===== config.mk =====
export PLATFORM = sky130hd
export DESIGN_NAME = ringosc_entropy_sampler
export DESIGN_NICKNAME = d
export VERILOG_FILES = /design/src/rtl/ringosc_entropy_sampler_pkg.sv /design/src/rtl/von_neumann_debias.sv /design/src/rtl/ringosc_entropy_sampler.sv
export SDC_FILE = /design/constraint.sdc
export NUM_CORES = 1
export LEC_CHECK = 0
export ABC_AREA = 1
export CAP_MARGIN = 30
export CORE_ASPECT_RATIO = 0.8
export CORE_MARGIN = 8
export CORE_UTILIZATION = 35
export DETAILED_ROUTE_END_ITERATION = 10
export SLEW_MARGIN = 0
export SYNTH_ARGS = -nofsm -noshare
export SYNTH_HDL_FRONTEND = slang
export SYNTH_SLANG_ARGS = --single-unit

===== constraint.sdc =====
create_clock -name clk -period 1.27 [get_ports clk]
set_input_delay 0.254 -clock clk [delete_from_list [all_inputs] [get_ports clk]]
set_output_delay 0.254 -clock clk [all_outputs]
set_load 0.05 [all_outputs]

===== src/rtl/ringosc_entropy_sampler_pkg.sv =====
// Shared types for the ring-oscillator entropy path.
package ringosc_entropy_sampler_pkg;

  typedef enum logic {
    VN_FIRST  = 1'b0,
    VN_SECOND = 1'b1
  } vn_state_e;

endpackage


===== src/rtl/von_neumann_debias.sv =====
// Von Neumann debiaser: emits the first bit of every unequal pair of strobed input bits.
module von_neumann_debias
  import ringosc_entropy_sampler_pkg::*;
(
  input  logic clk,
  input  logic rst,
  input  logic clear,
  input  logic in_bit,
  input  logic in_strobe,
  output logic out_bit,
  output logic out_strobe
);

  vn_state_e state_q;
  vn_state_e state_d;
  logic      b0_q;
  logic      b0_d;

  always_ff @(posedge clk) begin
    if (rst) begin
      state_q <= VN_FIRST;
      b0_q    <= 1'b0;
    end else begin
      state_q <= state_d;
      b0_q    <= b0_d;
    end
  end

  // The strobe leaves combinationally so a finished pair reaches the packer on the same edge.
  always_comb begin
    state_d    = state_q;
    b0_d       = b0_q;
    out_bit    = b0_q;
    out_strobe = 1'b0;
    if (clear) begin
      state_d = VN_FIRST;
      b0_d    = 1'b0;
    end else if (in_strobe) begin
      case (state_q)
        VN_FIRST: begin
          b0_d    = in_bit;
          state_d = VN_SECOND;
        end
        VN_SECOND: begin
          out_strobe = (in_bit != b0_q);
          state_d    = VN_FIRST;
        end
        default: state_d = VN_FIRST;
      endcase
    end
  end

endmodule


===== src/rtl/ringosc_entropy_sampler.sv =====
// Synchronizes a ring oscillator, XOR-decimates it, debiases the raw bits and
// packs them into words on a valid/ready stream.
module ringosc_entropy_sampler
  import ringosc_entropy_sampler_pkg::*;
#(
  parameter int unsigned SAMPLE_CYCLES = 16,
  parameter int unsigned WORD_WIDTH    = 8
) (
  input  logic                  clk,
  input  logic                  rst,
  input  logic                  osc_in,
  input  logic                  enable,
  output logic [WORD_WIDTH-1:0] out_data,
  output logic                  out_valid,
  input  logic                  out_ready,
  output logic                  overflow,
  input  logic                  overflow_clr
);

  localparam int unsigned CNT_W = (SAMPLE_CYCLES > 1) ? $clog2(SAMPLE_CYCLES) : 1;
  localparam int unsigned BIT_W = (WORD_WIDTH > 1) ? $clog2(WORD_WIDTH) : 1;
  localparam logic [CNT_W-1:0] CNT_LAST = CNT_W'(SAMPLE_CYCLES - 1);
  localparam logic [BIT_W-1:0] BIT_LAST = BIT_W'(WORD_WIDTH - 1);

  (* keep *) logic sync_s1;
  (* keep *) logic sync_s2;

  logic [CNT_W-1:0]      cnt_q;
  logic                  acc_q;
  logic                  raw_strobe_c;
  logic                  raw_bit_c;
  logic                  deb_bit;
  logic                  deb_strobe;
  logic [WORD_WIDTH-1:0] shreg_q;
  logic [BIT_W-1:0]      bitcnt_q;
  logic                  held_q;
  logic                  xfer_c;
  logic                  load_c;
  logic                  drop_c;
  logic                  accept_c;
  logic                  word_done_c;

  // osc_in fans out only into this two-flop synchronizer.
  always_ff @(posedge clk) begin
    if (rst) begin
      sync_s1 <= 1'b0;
      sync_s2 <= 1'b0;
    end else begin
      sync_s1 <= osc_in;
      sync_s2 <= sync_s1;
    end
  end

  assign raw_strobe_c = enable && (cnt_q == CNT_LAST);
  assign raw_bit_c    = acc_q ^ sync_s2;

  // XOR decimation window; disabling restarts the window.
  always_ff @(posedge clk) begin
    if (rst) begin
      cnt_q <= '0;
      acc_q <= 1'b0;
    end else if (!enable || raw_strobe_c) begin
      cnt_q <= '0;
      acc_q <= 1'b0;
    end else begin
      cnt_q <= cnt_q + CNT_W'(1);
      acc_q <= acc_q ^ sync_s2;
    end
  end

  von_neumann_debias u_debias (
    .clk       (clk),
    .rst       (rst),
    .clear     (!enable),
    .in_bit    (raw_bit_c),
    .in_strobe (raw_strobe_c),
    .out_bit   (deb_bit),
    .out_strobe(deb_strobe)
  );

  // A completed word waits in shreg (held_q) until the output register is free.
  assign xfer_c      = out_valid && out_ready;
  assign load_c      = held_q && (!out_valid || xfer_c);
  assign drop_c      = deb_strobe && held_q && !load_c;
  assign accept_c    = deb_strobe && !drop_c;
  assign word_done_c = accept_c && (bitcnt_q == BIT_LAST);

  always_ff @(posedge clk) begin
    if (rst) begin
      shreg_q   <= '0;
      bitcnt_q  <= '0;
      held_q    <= 1'b0;
      out_data  <= '0;
      out_valid <= 1'b0;
      overflow  <= 1'b0;
    end else begin
      if (accept_c) begin
        shreg_q  <= WORD_WIDTH'({shreg_q, deb_bit});
        bitcnt_q <= word_done_c ? '0 : bitcnt_q + BIT_W'(1);
      end
      held_q <= word_done_c || (held_q && !load_c);
      if (load_c) begin
        out_data  <= shreg_q;
        out_valid <= 1'b1;
      end else if (xfer_c) begin
        out_valid <= 1'b0;
      end
      if (drop_c) begin
        overflow <= 1'b1;
      end else if (overflow_clr) begin
        overflow <= 1'b0;
      end
    end
  end

endmodule


Word-level counts from Yosys, hierarchy flattened

Cells that the tools add are included.

Output and inout port bits: 10
Word-level logic and storage cells: 49
Bits in registers: 31

Bitwise operators: 3
Mux-type cells: 9
Add/subtract/negate cells: 2
Eq/ne operators: 3
Reductions and logical operators: 20

Operators by type and width:

| kind                                                          | count |
|---|---|
| 1-bit logical AND                                             | 8 |
| 1-bit two-way mux                                             | 7 |
| 4-bit by 1-bit adder with 4-bit output, second input constant | 1 |
| 4-bit equality test, second input constant                    | 1 |
| 1-bit logical NOT                                             | 4 |
| 2-bit nonzero test                                            | 2 |
| 2-bit OR reduction                                            | 2 |
| 3-bit by 1-bit adder with 3-bit output, second input constant | 1 |
| 3-bit equality test, second input constant                    | 1 |
| 1-bit logical OR                                              | 3 |
| 3-bit two-way mux                                             | 1 |
| 1-bit NOT                                                     | 2 |
| 1-bit one-hot mux with 2 select lines                         | 1 |
| 2-bit AND reduction                                           | 1 |
| 1-bit != test                                                 | 1 |
| 1-bit bitwise XOR                                             | 1 |

Logic depth before layout (Yosys ltp)

Gate-level depths: netlist (run 1).

Depth after elaboration: 11
Gate-level depth with buffers: 9

Modules after synthesis

From an unflattened synthesis (run 1), not the netlist that was laid out.

Cells, all modules: 163
Area total of the unflattened synthesis: 1239.9 µm²

Modules (own cells, without submodules):

| module                  | instances | cells each | seq. area each (µm²) | area each (µm²) |
|---|---|---|---|---|
| ringosc_entropy_sampler | 1         | 146        | 580.6                | 1133.6 |
| von_neumann_debias      | 1         | 17         | 40.0                 | 106.4 |

Worst setup path after synthesis (run 1)

Ideal clock, no wire load.

Path type: register to register
Start: register out_valid
End: register bitcnt_q[0]
Path buffers: 1
Arrival: 1.329 ns
Clock period less this slack: 1.393 ns
Cell stages (with the launch flop): 6
Setup slack: -0.123 ns
Setup time: 0.064 ns
Cell sequence: dfxtp_1 nand3_1 clkbuf_1 nand4_1 nand2_1 nor2_1

Word-level cells in the longest chain between the ends: 9

RTL lines:

| item                                                   | line                                                         | source |
|---|---|---|
| start, declared                                        | ringosc_entropy_sampler.sv:14                                | `output logic out_valid,` |
| start signal, assigned                                 | ringosc_entropy_sampler.sv:94                                | `out_valid <= 1'b0;` |
| start signal, assigned                                 | ringosc_entropy_sampler.sv:104                               | `out_valid <= 1'b1;` |
| start signal, assigned                                 | ringosc_entropy_sampler.sv:106                               | `out_valid <= 1'b0;` |
| 1-bit logical NOT or 1-bit logical AND (tied branches) | ringosc_entropy_sampler.sv:83, ringosc_entropy_sampler.sv:82 |  |
| 1-bit logical OR (*)                                   | ringosc_entropy_sampler.sv:83                                | `assign load_c = held_q && (!out_valid \|\| xfer_c);` |
| 1-bit logical AND (*)                                  | ringosc_entropy_sampler.sv:83                                |  |
| 1-bit logical NOT (*)                                  | ringosc_entropy_sampler.sv:84                                | `assign drop_c = deb_strobe && held_q && !load_c;` |
| 1-bit logical AND (*)                                  | ringosc_entropy_sampler.sv:84                                |  |
| 1-bit logical NOT (*)                                  | ringosc_entropy_sampler.sv:85                                | `assign accept_c = deb_strobe && !drop_c;` |
| 1-bit logical AND (*)                                  | ringosc_entropy_sampler.sv:85                                |  |
| 1-bit logical AND                                      | ringosc_entropy_sampler.sv:86                                | `assign word_done_c = accept_c && (bitcnt_q == BIT_LAST);` |
| 3-bit two-way mux                                      | ringosc_entropy_sampler.sv:99                                | `bitcnt_q <= word_done_c ? '0 : bitcnt_q + BIT_W'(1);` |
| end signal, assigned                                   | ringosc_entropy_sampler.sv:99                                |  |
| end, declared                                          | ringosc_entropy_sampler.sv:35                                | `logic [BIT_W-1:0] bitcnt_q;` |

Every way passes the cells marked *; elsewhere a longest branch is shown, timed or not.
A chain may end at the register's enable or synchronous reset.

Worst setup path in the final report (run 1)

Start: input port out_ready
End: register overflow

Word-level cells in the longest chain between the ends: 6

RTL lines:

| item                                                    | line                           | source |
|---|---|---|
| start, declared                                         | ringosc_entropy_sampler.sv:15  | `input logic out_ready,` |
| 1-bit logical AND (*)                                   | ringosc_entropy_sampler.sv:82  | `assign xfer_c = out_valid && out_ready;` |
| 1-bit logical OR (*)                                    | ringosc_entropy_sampler.sv:83  |  |
| 1-bit logical AND (*)                                   | ringosc_entropy_sampler.sv:83  |  |
| 1-bit logical NOT (*)                                   | ringosc_entropy_sampler.sv:84  |  |
| 1-bit logical AND (*)                                   | ringosc_entropy_sampler.sv:84  |  |
| 1-bit two-way mux or 2-bit nonzero test (tied branches) | n/a                            |  |
| end signal, assigned                                    | ringosc_entropy_sampler.sv:95  | `overflow <= 1'b0;` |
| end signal, assigned                                    | ringosc_entropy_sampler.sv:109 | `overflow <= 1'b1;` |
| end signal, assigned                                    | ringosc_entropy_sampler.sv:111 | `overflow <= 1'b0;` |
| end, declared                                           | ringosc_entropy_sampler.sv:16  | `output logic overflow,` |

Marked as above.

==> results of run 1 <==
-- critical path, cell delays in order --
cell and delay (ps):
clkdlybuf4s50_1 400, inv_1 70, nand3_1 220, buf_4 230, nand3b_1 190, a21oi_2 120
-- worst min path at each step --
stage,cells after the start,endpoint
after floorplan,1,out_valid
after global placement,2,sync_s2
after detailed placement,2,sync_s2
after CTS,2,sync_s2
after global routing,2,sync_s2
final,2,sync_s2
-- where the power goes --
| part | switching [mW] | internal (mW) |
|---|---|---|
| combinational | 0.0483 | 0.0459 |
| sequential | 0.00487 | 0.980 |
| clock | 0.368 | 0.634 |
| total | 0.421 | 1.66 |
-- per-layer routing --
layer	GRT usage, %	wire, um	up-vias
li1	-	-	623
met1	11.8	1260	514
met2	15.6	1240	22
met3	3.59	162	4
met4	6.50	57	0
met5	0	0	-
-- cell usage in the layout (no fill, tap or decap), types with 4 or more instances in the layout --
cell             synthesis  final
dfxtp_1                 31     26
o21ai_0                  9      9
buf_12                   0     12
nand4_1                 11     11
dfxtp_2                  0      5
buf_6                    1      4
inv_1                   36     36
clkbuf_8                 0      6
nand2_1                 38     37
clkdlybuf4s50_1          0      4
nor2_1                  17     17
nand3_1                  6      5
buf_4                    1      7
a21oi_1                 15     13
-- timing repair --
item / 4_1_cts / 5_1_grt
cloned: 2 / 0
setup buffers: 1 / 0
pin swaps: 4 / 12
hold endpoints to repair: 0 / 0
endpoints found under the setup margin: 13 / 13
gates resized for setup: 11 / 8
-- registers in the layout, indices dropped and copies added (netlist names) --
name              cells
held_q                1
out_valid             1
acc_q                 1
bitcnt_q              3
u_debias.state_q      1
shreg_q               8
out_data              8
sync_s2               1
overflow              1
cnt_q                 4
sync_s1               1
u_debias.out_bit      1
-- metrics by stage --
step / hold WS, ps / TNS [ps]
4_1_cts: 414 / -2.77
3_3_place_gp: 398 / -4640
6_report: 401 / 0
2_1_floorplan: 316 / 0
5_1_grt: 442 / -596
3_5_place_dp: 403 / -5160
-- final cells by class --
type	instances	area (sq um)	share of cell area (%)
sequential	31	627	32.9
multi-input combinational	106	581	30.5
timing repair buffer	28	387	20.3
inverter	37	139	7.29
clock buffer	6	82.6	4.33
tap	44	55.1	2.89
clock inverter	2	35.0	1.84
-- cells by family after synthesis --
kind of cell | Yosys count | share of synthesized area (%)
DFF | 31 | 47.2
AOI/OAI and AO/OA | 24 | 9.13
xor gates and xnor gates | 1 | 0.666
and+or+nand+nor | 77 | 26.8
buffers and inverters | 43 | 13.3
adders and majority gates | 3 | 2.85
==> impl_results.md, run 1 <==
- Result of the run: complete, no violations
- Latest clock arrival within the worst-skew pair: approximately 280 ps
- Required time at the worst-slack endpoint: ~1500 ps
- Buffers on Ports: 15
- Count of distinct cell types in the synthesized netlist: 20
- Wire length of the first global-routing pass: roughly 4.9 mm
- Number of nets in the final layout: roughly 220
- Diodes inserted: 0
- Starting density of the core: between 30% and 40%
- Congestion Overflow GR: 0
- Fraction of final layout cells with drive strength greater than 1: a little over a fifth
- Hold_buf cts: 0
- Number of standard-cell rows in the floorplan: 20
- Netlist Area Pre-Place: roughly 1300 sq um
- Place WS: -345 ps
- Setup repair after global routing missed its margin: yes
- DRC errors left: 0
- Flops & latches, synth: 31
- Last weighted congestion value of the routability-driven placer: around 0.75
- Number of antenna violations at the first check in global routing: 0
- Type of element launching the critical path: input pin
- Setup crit start: out_ready
- Setup violators final: 0
- Die Outline Area: between 5000 and 6000 sq um
- Die width: 84.5 um
- Synth cell count leaders: nand2_1 (38), inv_1 (36), dfxtp_1 (31), nor2_1 (17), a21oi_1 (15)
- Power density cells: ~1100 nW/um^2
- CTS tree: done
- Main synth FF type: dfxtp_1
- Post-Syn Instances: ~180
- CP Capture Type: register
- Final Hold Fails: 0
- Final cell count without fillers: about 250
- Worst reg2reg path startpoint: cnt_q[1]
- Clock-pin transition on the worst setup and hold timing paths: 70 ps
- Avg Cell Area, Syn: about 7.3 sq um
- Actual slew at the worst max-slew pin: 291 ps
- Deepest level of the CTS H-tree: 2
- Post-Route WL: 2.72 mm
- Slew Viols, Final: 0
- Syn. warnings: 0
- F_max: between 0.7 and 0.8 GHz
- Largest net degree at the start of global routing: 20
- Max FO, Critical Path: 4
- Worst min-delay path startpoint: sync_s1
- Vias in the first global route: between 1000 and 1500
- Sequential element share of the synthesized area: 47.2%
- Remaining antenna violation count after routing: 0
- Worst R2R Path Depth: 6
- Leakage dissipation: between 0.8 and 0.9 nW
- TritonCTS Buffers: 5
- Clock Tree Root: clkbuf_8
- Count of max-cap constraint violations: 0
- Final worst setup slack: ~13 ps
- I/O pin count: 16
- Classification of the worst setup path: input pin to register
- Fin area: approximately 1900 sq um
- EDFF count, synth: 0
- Mean routed wirelength per cell: between 10 and 15 um
- Per-cell via count in the routed design: around 4.6
- Number of clock sinks seen by CTS: 31
- Pwr Total: between 2 and 2.5 mW
- Overall track demand over capacity in global routing: 10.2%
- Number of design-rule violations left by the first detailed-router iteration: 95
- Initial DRT Pass Iterations: 6
- Final critical path time including I/O delays and setup: 1260 ps
- Setup slack of the worst register-to-register path: ~20 ps
- Worst path arrival time: 1480 ps
- Hpwl dp: about 1.8 mm
- IR Drop Worst-Case VDD: 0.638 mV
- Height of the chip: between 70 and 80 um
- Area of the placeable core: 3700 sq um
- Dpl cells: about 240
- Cell taking the most area after synthesis: dfxtp_1
- Total placed instance area: 1690 sq um
- Total via count after detailed routing: 1163
- Synth top area cells: dfxtp_1 (47%), nand2_1 (11%), inv_1 (10%)
- Share of the synthesized area in the top cell type: between 40 and 50%
- Net count after synthesis: ~190
- Count leader, synth: nand2_1
- Number of inserted filler cells in the final layout: 360
- Share of the cycle needed by the critical path after routing: a little over nine tenths
- Worst min path class: register to register
- End-of-flow core utilization: roughly half
- Asr flop ratio synth: 0%
- Worst setup endpoint: overflow
- Synth-to-layout area growth: 44.9%
- Worst-case clock skew: 8.23 ps
- Number of buffers on the longest clock path: 2
- End of the worst register-to-register path: overflow
- Tightest slew margin relative to the limit: 80.5%
No activity file was read; power rests on OpenSTA's default activity.
==> inputs of run 2 (changes only) <==
- RECOVER_POWER: default -> 100
==> run 2 against run 1 <==
Effect of this change:
- sequential power about the same
- global-route usage unchanged
- final area decreased by 7.3%
- via count increased by 0.43%
- sequential share of layout area increased by 2.6 points
- die area unchanged
- power decreased by 0.16%
- largest power group unchanged
==> impl_results.md, run 2 (synthesized netlist as in run 1, its figures left out) <==
- IR Drop Worst-Case VDD: 0.638 mV (about the same)
- Die Outline Area: 5990 sq um (unchanged)
- Fin area: 1770 sq um (was 1910 sq um)
- Per-cell via count in the routed design: 4.60 (was 4.58)
- Deepest level of the CTS H-tree: 2 (unchanged)
- I/O pin count: 16 (unchanged)
- CP Capture Type: register (unchanged)
- Number of standard-cell rows in the floorplan: 20 (unchanged)
- Number of nets in the final layout: 218 (unchanged)
- Buffers on Ports: 15 (unchanged)
- Setup repair after global routing missed its margin: yes (unchanged)
- Congestion Overflow GR: 0 (unchanged)
- Starting density of the core: 35.5% (unchanged)
- Result of the run: complete, no violations (unchanged)
- Overall track demand over capacity in global routing: 10.2% (unchanged)
- Total placed instance area: 1690 sq um (unchanged)
- Largest regs: out_data (8), shreg_q (8), cnt_q (4) (unchanged)
- Type of element launching the critical path: input pin (unchanged)
- F_max: 0.796 GHz (about the same)
- Hpwl dp: 1.82 mm (unchanged)
- Number of clock sinks seen by CTS: 31 (unchanged)
- Mean routed wirelength per cell: 10.9 um (was 10.7 um)
- Most used cells in the layout excluding fill and tap cells: nand2_1 (37), inv_1 (36), dfxtp_1 (26) (unchanged)
- Tightest slew margin relative to the limit: 80.6% (was 80.5%)
- Required time at the worst-slack endpoint: 1490 ps (about the same)
- Fraction of met1 tracks used by global routing: 11.8% (unchanged)
- Power density cells: 1180 nW/um^2 (was 1090 nW/um^2)
- Area of the placeable core: 3700 sq um (unchanged)
- Number of inserted filler cells in the final layout: 379 (was 360)
- Last weighted congestion value of the routability-driven placer: 0.748 (unchanged)
- Final critical path time including I/O delays and setup: 1260 ps (about the same)
- Worst path arrival time: 1480 ps (about the same)
- Place WS: -345 ps (unchanged)
- Commonest non-fill, non-tap cell in the layout: nand2_1 (unchanged)
- Classification of the worst setup path: input pin to register (unchanged)
- Worst-case clock skew: 8.13 ps (was 8.23 ps)
- Setup violators final: 0 (unchanged)
- Number of buffers on the longest clock path: 2 (unchanged)
- DRC errors left: 0 (unchanged)
- Synth-to-layout area growth: 34.3% (was 44.9%)
- Final Hold Fails: 0 (unchanged)
- Remaining antenna violation count after routing: 0 (unchanged)
- Clock-pin transition on the worst setup and hold timing paths: 60 ps (was 70 ps)
- Vias in the first global route: 1103 (unchanged)
- Die width: 84.5 um (unchanged)
- Max FO, Critical Path: 4 (unchanged)
- Latest clock arrival within the worst-skew pair: 280 ps (about the same)
- Number of antenna violations at the first check in global routing: 0 (unchanged)
- Hold_buf cts: 0 (unchanged)
- Share of the cycle needed by the critical path after routing: 98.9% (was 99.0%)
- Leakage dissipation: 0.791 nW (was 0.826 nW)
- Post-Route WL: 2.76 mm (was 2.72 mm)
- Diodes inserted: 0 (unchanged)
- Total via count after detailed routing: 1168 (was 1163)
- Fraction of final layout cells with drive strength greater than 1: 21.4% (was 21.9%)
- Clock Tree Root: clkbuf_8 (unchanged)
- Final worst setup slack: 14.2 ps (was 13.3 ps)
- TritonCTS Buffers: 5 (unchanged)
- Slew Viols, Final: 0 (unchanged)
- CTS tree: done (unchanged)
- GRT met2 Usage: 15.6% (unchanged)
- Wire length of the first global-routing pass: 4.87 mm (unchanged)
- Number of design-rule violations left by the first detailed-router iteration: 76 (was 95)
- Height of the chip: 70.8 um (unchanged)
- Largest net degree at the start of global routing: 20 (unchanged)
- Initial DRT Pass Iterations: 6 (unchanged)
- Most used routing layer in global routing: met2 (unchanged)
- GRT met3 Usage: 3.59% (unchanged)
- Count of max-cap constraint violations: 0 (unchanged)
- Worst min path class: register to register (unchanged)
- Actual slew at the worst max-slew pin: 290 ps (was 291 ps)
run 2: cell types whose count changed in the layout (fill, tap and decap cells not counted):
cell	delta
clkbuf_2	+9
dlygate4sd3_1	+1
buf_12	-9
buf_4	-1
clkdlybuf4s50_1	-1
clkbuf_1	+1
run 2: per-stage QoR:
| step | hold slack (ps) | total power, mW | setup TNS, ps | utilization (%) | instances |
|---|---|---|---|---|---|
| finish | 401 | 2.08 | 0 | 47.7 | 254 |
| floorplan | 316 | 1.04 | 0 | - | 179 |
| detailed placement | 403 | 1.09 | -5160 | 45.7 | 243 |
| global placement | 398 | 1.09 | -4640 | 45.7 | 243 |
| global route | 442 | 2.17 | -597 | 47.7 | 254 |
| CTS | 414 | 2.10 | -2.77 | 50.6 | 254 |
run 2: metal layers:
layer | routed length (um) | part of all wire (%)
met3 | 169 | 6.1
met1 | 1300 | 47
met2 | 1240 | 45
met5 | 0 | 0
met4 | 57 | 2.1
run 2: area by class of cell:
type | count | area (sq um) | share of cell area [%]
clock buffers | 6 | 82.6 | 4.67
clock inverters | 2 | 35.0 | 1.98
inverters | 37 | 139 | 7.86
multi-input cells | 106 | 581 | 32.9
flip-flops and latches | 31 | 627 | 35.5
well taps | 44 | 55.1 | 3.12
repair buffers | 28 | 248 | 14.0
run 2: path summary, 6_finish.rpt:
check	startpoint	end	slack (ps)	cells past startpoint
worst max-delay path	out_ready	overflow	10	6
worst min-delay path	sync_s1	sync_s2	400	2
worst max register to register	cnt_q[1]	overflow	20	6
worst min register to register	sync_s1	sync_s2	400	2
run 2: timing repair:
item,in CTS,in global routing
setup endpoints to repair,13,13
cloned,2,0
pin swaps,4,12
setup buffers,1,0
resized for setup,11,8
run 2: worst max-delay path: stages:
cell and delay, ps:
clkdlybuf4s50_1 400, inv_1 70, nand3_1 220, buf_4 230, nand3b_1 180, a21oi_2 120
run 2: where the power goes:
group,total [mW],switching [mW],internal [mW]
sequential,0.985,0.00487,0.980
combinational,0.0924,0.0485,0.0440
clock,1.00,0.367,0.634
total,2.08,0.420,1.66
